<file path="config.mk">
export PLATFORM = sky130hd
export DESIGN_NAME = serial_adder_ctrl_flat
export DESIGN_NICKNAME = d
export VERILOG_FILES = /design/src/rtl/serial_adder_ctrl_pkg.sv /design/src/rtl/serial_adder_ctrl_if.sv /design/src/rtl/serial_adder_ctrl_fulladder.sv /design/src/rtl/serial_adder_ctrl.sv /design/src/flat_wrapper.sv
export SDC_FILE = /design/constraint.sdc
export NUM_CORES = 1
export LEC_CHECK = 0
export CAP_MARGIN = 20
export CORE_UTILIZATION = 50
export DETAILED_ROUTE_END_ITERATION = 16
export PLACE_DENSITY = 0.77
export SYNTH_ARGS = -nofsm -noshare
export SYNTH_HDL_FRONTEND = slang
export SYNTH_SLANG_ARGS = --single-unit
</file>
<file path="constraint.sdc">
create_clock -name clk -period 1.65 [get_ports clk]
set_input_delay 0.2475 -clock clk [delete_from_list [all_inputs] [get_ports clk]]
set_output_delay 0.2475 -clock clk [all_outputs]
set_load 0.01 [all_outputs]
</file>
<file path="src/rtl/serial_adder_ctrl_pkg.sv">
// Shared definitions for the bit-serial adder controller.
//   state_t   : controller states (IDLE, RUN, DONE)
//   cnt_width : bit-counter width for a given operand width, never below 1
package serial_adder_ctrl_pkg;

    localparam int DEFAULT_WIDTH = 8;

    typedef enum logic [1:0] {
        ST_IDLE = 2'd0,
        ST_RUN  = 2'd1,
        ST_DONE = 2'd2
    } state_t;

    function automatic int cnt_width(input int width);
        return (width > 1) ? $clog2(width) : 1;
    endfunction

endpackage

</file>
<file path="src/rtl/serial_adder_ctrl_if.sv">
// Host-side handshake and data bus of the bit-serial adder.
//   start, a, b, cin : request and operands (host -> adder)
//   busy, done       : status; done is a one-cycle result-valid pulse
//   sum, cout        : registered result, held until the next completion
// Modports: master = host, slave = adder.
interface serial_adder_ctrl_if
    import serial_adder_ctrl_pkg::*;
#(
    parameter int WIDTH = DEFAULT_WIDTH
);
    logic             start;
    logic [WIDTH-1:0] a;
    logic [WIDTH-1:0] b;
    logic             cin;
    logic             busy;
    logic             done;
    logic [WIDTH-1:0] sum;
    logic             cout;

    modport master (
        output start, a, b, cin,
        input  busy, done, sum, cout
    );

    modport slave (
        input  start, a, b, cin,
        output busy, done, sum, cout
    );
endinterface

</file>
<file path="src/rtl/serial_adder_ctrl_fulladder.sv">
// 1-bit full adder cell.
//   A, B, Cin : addend bits and carry-in
//   S, Cout   : sum bit and carry-out
module fulladder (
    input  logic A,
    input  logic B,
    input  logic Cin,
    output logic S,
    output logic Cout
);
    assign S    = A ^ B ^ Cin;
    assign Cout = (A & B) | (A & Cin) | (B & Cin);
endmodule

</file>
<file path="src/rtl/serial_adder_ctrl.sv">
// Bit-serial adder controller: one fulladder cell is sequenced over WIDTH
// cycles to form {cout,sum} = a + b + cin.
//   clk, rst : clock (rising edge) and synchronous active-high reset
//   bus      : slave side of serial_adder_ctrl_if (start/a/b/cin in,
//              busy/done/sum/cout out)
module serial_adder_ctrl
    import serial_adder_ctrl_pkg::*;
#(
    parameter int WIDTH = DEFAULT_WIDTH
) (
    input  logic                 clk,
    input  logic                 rst,
    serial_adder_ctrl_if.slave   bus
);
    localparam int CNT_W = cnt_width(WIDTH);

    state_t           state;
    state_t           state_nx;
    logic [WIDTH-1:0] sa;
    logic [WIDTH-1:0] sb;
    logic [WIDTH-1:0] ss;
    logic [WIDTH-1:0] ss_nx;
    logic [WIDTH-1:0] sum_q;
    logic             carry;
    logic             cout_q;
    logic [CNT_W-1:0] cnt;
    logic             last;
    logic             fa_s;
    logic             fa_cout;

    fulladder u_fa (
        .A    (sa[0]),
        .B    (sb[0]),
        .Cin  (carry),
        .S    (fa_s),
        .Cout (fa_cout)
    );

    assign last = (cnt == CNT_W'(WIDTH - 1));

    // Shift-in of the new sum bit at the MSB; written this way so WIDTH=1
    // needs no special-case slice.
    always_comb begin
        ss_nx            = ss >> 1;
        ss_nx[WIDTH-1]   = fa_s;
    end

    always_ff @(posedge clk) begin
        if (rst) state <= ST_IDLE;
        else     state <= state_nx;
    end

    always_comb begin
        state_nx = state;
        unique case (state)
            ST_IDLE: if (bus.start) state_nx = ST_RUN;
            ST_RUN:  if (last)      state_nx = ST_DONE;
            ST_DONE:                state_nx = ST_IDLE;
            default:                state_nx = ST_IDLE;
        endcase
    end

    always_ff @(posedge clk) begin
        if (rst) begin
            sa     <= '0;
            sb     <= '0;
            ss     <= '0;
            carry  <= 1'b0;
            cnt    <= '0;
            sum_q  <= '0;
            cout_q <= 1'b0;
        end else begin
            unique case (state)
                ST_IDLE: begin
                    if (bus.start) begin
                        sa    <= bus.a;
                        sb    <= bus.b;
                        carry <= bus.cin;
                        cnt   <= '0;
                    end
                end
                ST_RUN: begin
                    sa    <= sa >> 1;
                    sb    <= sb >> 1;
                    ss    <= ss_nx;
                    carry <= fa_cout;
                    cnt   <= cnt + 1'b1;
                    if (last) begin
                        sum_q  <= ss_nx;
                        cout_q <= fa_cout;
                    end
                end
                default: ;
            endcase
        end
    end

    assign bus.busy = (state == ST_RUN);
    assign bus.done = (state == ST_DONE);
    assign bus.sum  = sum_q;
    assign bus.cout = cout_q;
endmodule

</file>
<file path="src/flat_wrapper.sv">
// flat-port wrapper written by rule: the top's interface ports become plain ports
module serial_adder_ctrl_flat import serial_adder_ctrl_pkg::*;
#(
    parameter int WIDTH = DEFAULT_WIDTH
)
  (clk, rst, bus_start, bus_a, bus_b, bus_cin, bus_busy, bus_done, bus_sum, bus_cout);
  serial_adder_ctrl_if #(.WIDTH(WIDTH)) bus_i ();
  input  logic clk;
  input  logic rst;
  input wire logic [$bits(bus_i.start)-1:0] bus_start;
  input wire logic [$bits(bus_i.a)-1:0] bus_a;
  input wire logic [$bits(bus_i.b)-1:0] bus_b;
  input wire logic [$bits(bus_i.cin)-1:0] bus_cin;
  output wire logic [$bits(bus_i.busy)-1:0] bus_busy;
  output wire logic [$bits(bus_i.done)-1:0] bus_done;
  output wire logic [$bits(bus_i.sum)-1:0] bus_sum;
  output wire logic [$bits(bus_i.cout)-1:0] bus_cout;
  assign bus_i.start = bus_start;
  assign bus_i.a = bus_a;
  assign bus_i.b = bus_b;
  assign bus_i.cin = bus_cin;
  assign bus_busy = bus_i.busy;
  assign bus_done = bus_i.done;
  assign bus_sum = bus_i.sum;
  assign bus_cout = bus_i.cout;
  serial_adder_ctrl #(.WIDTH(WIDTH)) u_core (.clk(clk), .rst(rst), .bus(bus_i));
endmodule
</file>
==> qor.csv <==
metric,value,unit
Fin Setup TNS,0,ps
Pins Over Slew Limit,0,
"Top FF cell, synth",dfxtp_1,
chip width,58.6,µm
final WL,3.05,mm
most frequent cell after synthesis,dfxtp_1,
Total Nets Final,220,
synthesized area,1600,µm²
CTS buffer count,5,
Core ar.,3050,µm²
Routability Congestion,0.721,
unrepaired setup endpoints after global routing,no,
post-synthesis average cell area,9.66,µm²
synth warn,0,
share of layout cells above drive strength 1,17.2,%
Post-Synth XOR/XNOR Area,0,%
fmax,672,MHz
crit path time final,1490,ps
post-synthesis compound-gate area fraction,20.5,%
Worst-path clk slew,120,ps
largest net degree at the start of global routing,39,
worst-margin pin slew,304,ps
status,finished clean,
slowest library cell on the worst path,clkdlybuf4s50_1,
"Distinct cells, synth",22,
GRT Total Usage,20.0,%
crit-path max FO,2,
die height,58.6,µm
die area,3440,µm²
Max Cap Violations,0,
DRT iter0 DRCs,51,
Layout Skew,13.5,ps
final setup violation count,0,
top cell type's share of synthesized area,47.5,%
sequential share of the synthesized area,47.5,%
fillers,279,
Worst setup EP type,output port,
PnR worst setup slack,162,ps
detailed placer's ending HPWL,2.14,mm
Synth Area in Adders,2.81,%
clk_lat worst skew,350,ps
Placement Setup Slack,133,ps
Cell Pwr Density,918,nW/µm²
WP data arrival,1240,ps
mux cell area share after synthesis,9.37,%
final worst path period share,90.2,%
final hold vios,0,
crit path cell chain,clkdlybuf4s50_1,
top post-synthesis cells by area,"dfxtp_1, a211oi_2, mux2i_1",
number of global-route vias before repair,1198,
startpoint types,flop,
Peak supply drop,0.000888,V
Crit path max-delay family,buffers and inverters,
Post-CTS Setup Inserts,0,
total congestion overflow,0,
CP peak stage delay,530,ps
WL/cell,12.6,µm
"Area growth, synth to finish",26.9,%
Final ANT Viol Nets,0,
slew margin rel.,79.7,%
Yosys reg bits,38,
Sink Count,38,
initial antenna violation count,0,
vias per cell,5.21,
"EDFF count, synth",0,
simple-gate share of the synthesized area,14.9,%
kind of critical path,reg2out,
CTS Buffer Depth,2,
Buf/Inv on CP,1,
# DRC,0,
Initial Util,52.5,%
number of buffers added on ports,30,
Root Buffer,clkbuf_4,
row count,20,
Post-Syn Nets,189,
largest family of logic cells by synthesized area,compound AO/OA/AOI/OAI gates,
first-pass GRT wire length,5.04,mm
1st-pass router iterations,4,
worst path required time,1400,ps
synth cell count leaders,"dfxtp_1, nand2_1, nor2_1, a21oi_1, mux2i_1",
Ant. Diodes,0,
Synth Instances,166,
vias,1262,
leakage,0.000763,µW
Hold WC Path Type,reg2reg,
boundary pin count,31,
Max H-tree Level,2,
TritonCTS clock tree,yes,
"FFs w/ async S/R, synth",0,%
Yosys top cell by area,dfxtp_1,
-- placed cells by master, fill, tap and decap left out, types with 2 or more instances in the layout --
| master | instances |
|---|---|
| a211oi_1 | 3 |
| a211oi_2 | 14 |
| a21oi_1 | 16 |
| a22oi_1 | 4 |
| buf_12 | 2 |
| buf_4 | 4 |
| clkbuf_4 | 5 |
| clkdlybuf4s50_1 | 28 |
| clkinv_2 | 2 |
| dfxtp_1 | 36 |
| dlygate4sd2_1 | 2 |
| ha_1 | 2 |
| mux2i_1 | 15 |
| nand2_1 | 32 |
| nor2_1 | 21 |
-- per-layer routing --
metal | track usage, % | part of all wire (%) | routed length [µm]
met5 | 0 | 0 | 0
met4 | 8.84 | 1.6 | 50
met3 | 6.81 | 4.9 | 150
met2 | 35.8 | 52 | 1570
met1 | 21.4 | 42 | 1280
-- final cells by class --
cell class,instances,area [µm²],share of cell area [%]
Multi-Input combinational cell,115,763,37.5
Tap cell,44,55.1,2.71
Sequential cell,38,766,37.7
Inverter,1,3.75,0.185
Clock inverter,3,40.0,1.97
Clock buffer,5,37.5,1.85
Timing Repair Buffer,36,368,18.1
-- report_power, final --
group | leakage (µW) | internal [µW] | total [µW] | switching (µW)
Combinational | 0.000406 | 129 | 247 | 118
Clock | 0.0000450 | 314 | 629 | 315
Sequential | 0.000312 | 961 | 990 | 29.2
Total | 0.000763 | 1400 | 1870 | 463
-- flip-flops by register name (all words and copies together), names as in the netlist --
name	count
u_core.ss	7
u_core.bus.cout	1
u_core.cnt	3
u_core.sb	8
u_core.carry	1
u_core.sa	8
u_core.state	2
u_core.bus.sum	8
-- per-stage QoR --
stage	cells	instance area (µm²)	hold slack, ps	total power, µW	utilization [%]
6_report	242	2030	463	1870	66.6
5_1_grt	242	2030	491	1930	66.6
4_1_cts	242	2030	465	1870	66.6
3_5_place_dp	234	1950	449	1260	64.0
3_3_place_gp	234	1950	444	1250	64.0
2_1_floorplan	166	1600	396	1170	-
-- final timing paths --
kind	cells past startpoint	slack, ps	from	end
max	1	160	u_core.bus.sum[5]$_SDFFE_PP0P_	bus_sum[5]
min	2	460	u_core.bus.sum[3]$_SDFFE_PP0P_	u_core.bus.sum[3]$_SDFFE_PP0P_
max reg2reg	5	240	u_core.cnt[0]$_SDFFE_PP0P_	u_core.bus.cout$_SDFFE_PP0P_
min reg2reg	2	460	u_core.bus.sum[3]$_SDFFE_PP0P_	u_core.bus.sum[3]$_SDFFE_PP0P_
-- what timing repair did --
item | 4_1_cts | 5_1_grt
hold buffers | 0 | 0
gates resized for setup | 5 | 0
endpoints found under the setup margin | 2 | 0
-- logic make-up (layout without fill, tap and decap cells) --
group	after synthesis	in the layout
simple gates	58	58
compound gates	39	39
flops	38	38
fa+ha+maj	3	3
buf+inv	13	45
mux	15	15
-- worst register-to-register path, cell delays in order (launching register included) --
cell and delay (ps):
dfxtp_1 380, ha_1 160, ha_1 190, and3b_1 360, nand2_1 110, a21oi_1 150
Power figures use the tool's default switching activity.
==> patch, RTL diff (config.mk and constraints unchanged) <==
Encoding of `state_t`: now one-hot (3 bits for 3 states).
--- a/src/rtl/serial_adder_ctrl_pkg.sv
+++ b/src/rtl/serial_adder_ctrl_pkg.sv
@@ -6,8 +6,8 @@
     localparam int DEFAULT_WIDTH = 8;
 
-    typedef enum logic [1:0] {
-        ST_IDLE = 2'd0,
-        ST_RUN  = 2'd1,
-        ST_DONE = 2'd2
+    typedef enum logic [2:0] {
+        ST_IDLE = 3'b001,
+        ST_RUN  = 3'b010,
+        ST_DONE = 3'b100
     } state_t;
 
Check against the original RTL: no difference found for any inputs over 10 cycles, from zero or initial values and one cycle with rst high; not proved beyond that.
==> patch against the unedited design <==
Total power up 4.9%. Sequential cell count up 1. Clock skew down 0.0022 ns. First-iteration DRC count up 75%. Setup slack worse by 0.052 ns. Final area up 5.7%. Synthesized area up 2.8%. Maximum frequency down 3.4%. Clock power up 5.7%. Routed wire length up 16%.
==> patch: results (changes against the unedited design) <==
global_route:
  use_met3_pct: 7.205  # was 6.813%
  track_usage_pct: 23.23  # was 20.04%
  grt_max_degree: 40  # was 39
  grt_pass1_wl_mm: 5.996  # was 5.043 mm
  use_met1_pct: 30.33  # was 21.40%
  grt_pass1_vias: 1302  # was 1198
  gr-usage-met2_pct: 35.96  # was 35.80%
critical_path:
  reg2reg_slack_ns: 0.11  # was 0.24 ns
  worstReg2RegEnd: "u_core.sa[3]"  # was u_core.bus.cout
  crit_family: "simple AND/OR/NAND/NOR gates"  # was buffers and inverters
  r2r.worst_path.cells: 4  # was 5
  critPathKind: "register to register"  # was register to output pin
  arrival_ns: 1.79  # was 1.24 ns
  crit_fanout: 16  # was 2
  cpPeakStageDelay_ns: 0.50  # was 0.53 ns
  worstReg2RegStart: "u_core.state[0]"  # was u_core.cnt[0]
yosys:
  yosys-top-cells-count: "dfxtp_1, nand2_1, a21oi_1"  # was dfxtp_1, nand2_1, nor2_1
  ys_types: 28  # was 22
  ys_seq_area_share_pct: 47.38  # was 47.46%
  synthAdderAreaFrac_pct: 2.733  # was 2.810%
  synthMuxAreaShare_pct: 0  # was 9.368%
  yosys-top-cells-area: "dfxtp_1, nand2_1, a21oi_1"  # was dfxtp_1, a211oi_2, mux2i_1
  synth_compound_area_share_pct: 24.15  # was 20.53%
route:
  wl_met2_mm: 1.613  # was 1.574 mm
  wl_met1_mm: 1.696  # was 1.279 mm
  met3_length_um: 180  # was 150 um
  via_per_inst: 5.521  # was 5.215
  drtIter0Drc: 89  # was 51
  wire_per_inst_um: 13.45  # was 12.62 um
hold_path:
  hold_path.class: "input pin to register"  # was register to register
sta:
  worst_slew_pin_slew_ns: 0.6094  # was 0.3042 ns
  finalClockSkew_ns: 0.01137  # was 0.01353 ns
power:
  pg_comb_mw: 0.275  # was 0.247 mW
  vdd_drop_max_mv: 0.6272  # was 0.8880 mV
  cellLeakagePower_nw: 0.7710  # was 0.7631 nW
  switching_share_pct: 23.49  # was 24.79%
place:
  place_congestion: 0.7754  # was 0.7212
  dp_hpwl_mm: 2.347  # was 2.142 mm
finish:
  syn_to_final_growth_pct: 30.37  # was 26.85%
  drive_gt1_share_pct: 17.35  # was 17.17%
outcome:
  status: "complete, no violations"  # unchanged
patch: cell count changes after synthesis, moves of 7 or more:
cell     unedited run  this run
a21oi_1            16        23
mux2i_1            15         0
nor2_1             21         2
nor3_1              0        13
o22ai_1             0        14
patch: kinds of logic (layout without fill, tap and decap cells):
logic type	count (synthesis)	after routing
AO/OA/AOI/OAI	56	56
adder cells (fa/ha/maj)	3	3
buffers and inverters	22	57
flip-flops	39	39
AND/OR/NAND/NOR	64	64
patch: through the flow:
step	cells	setup slack [ns]	hold slack, ns	area [sq um]	power, mW
after global placement	255	0.01817	0.4438	2064	1.302
after CTS	263	0.001753	0.4210	2152	1.978
after detailed placement	255	-0.07163	0.4465	2064	1.311
final	263	0.1098	0.4332	2148	1.958
after floorplan	184	0.2246	0.3835	1648	1.198
after global routing	263	0.02284	0.4300	2148	2.044
patch: repair_timing:
| action | 4_1_cts | 5_1_grt |
|---|---|---|
| gates resized for setup | 5 | 3 |
| hold buffers | 0 | 0 |
| pin swaps | 0 | 1 |
| setup endpoints to repair | 2 | 1 |
patch: cell type report:
class                      count  area [sq um]
sequential                    39         784.5
fill                         259         929.6
tap                           44         55.05
clock inverter                 2         35.03
clock buffer                   6         51.30
inverter                       6         27.53
timing repair buffer          43         429.2
multi-input combinational    123         765.7
patch: how the worst min path moves through the flow:
stage	depth (start not counted)	start	endpoint	slack, ns
global route	3	bus_a[7]	u_core.sa[7]	0.43
floorplan	2	bus_a[7]	u_core.sa[7]	0.38
finish	3	bus_b[7]	u_core.sb[7]	0.43
global placement	2	u_core.ss[1]	u_core.bus.sum[0]	0.44
CTS	3	bus_b[7]	u_core.sb[7]	0.42
detailed placement	2	u_core.bus.sum[6]	u_core.bus.sum[6]	0.45
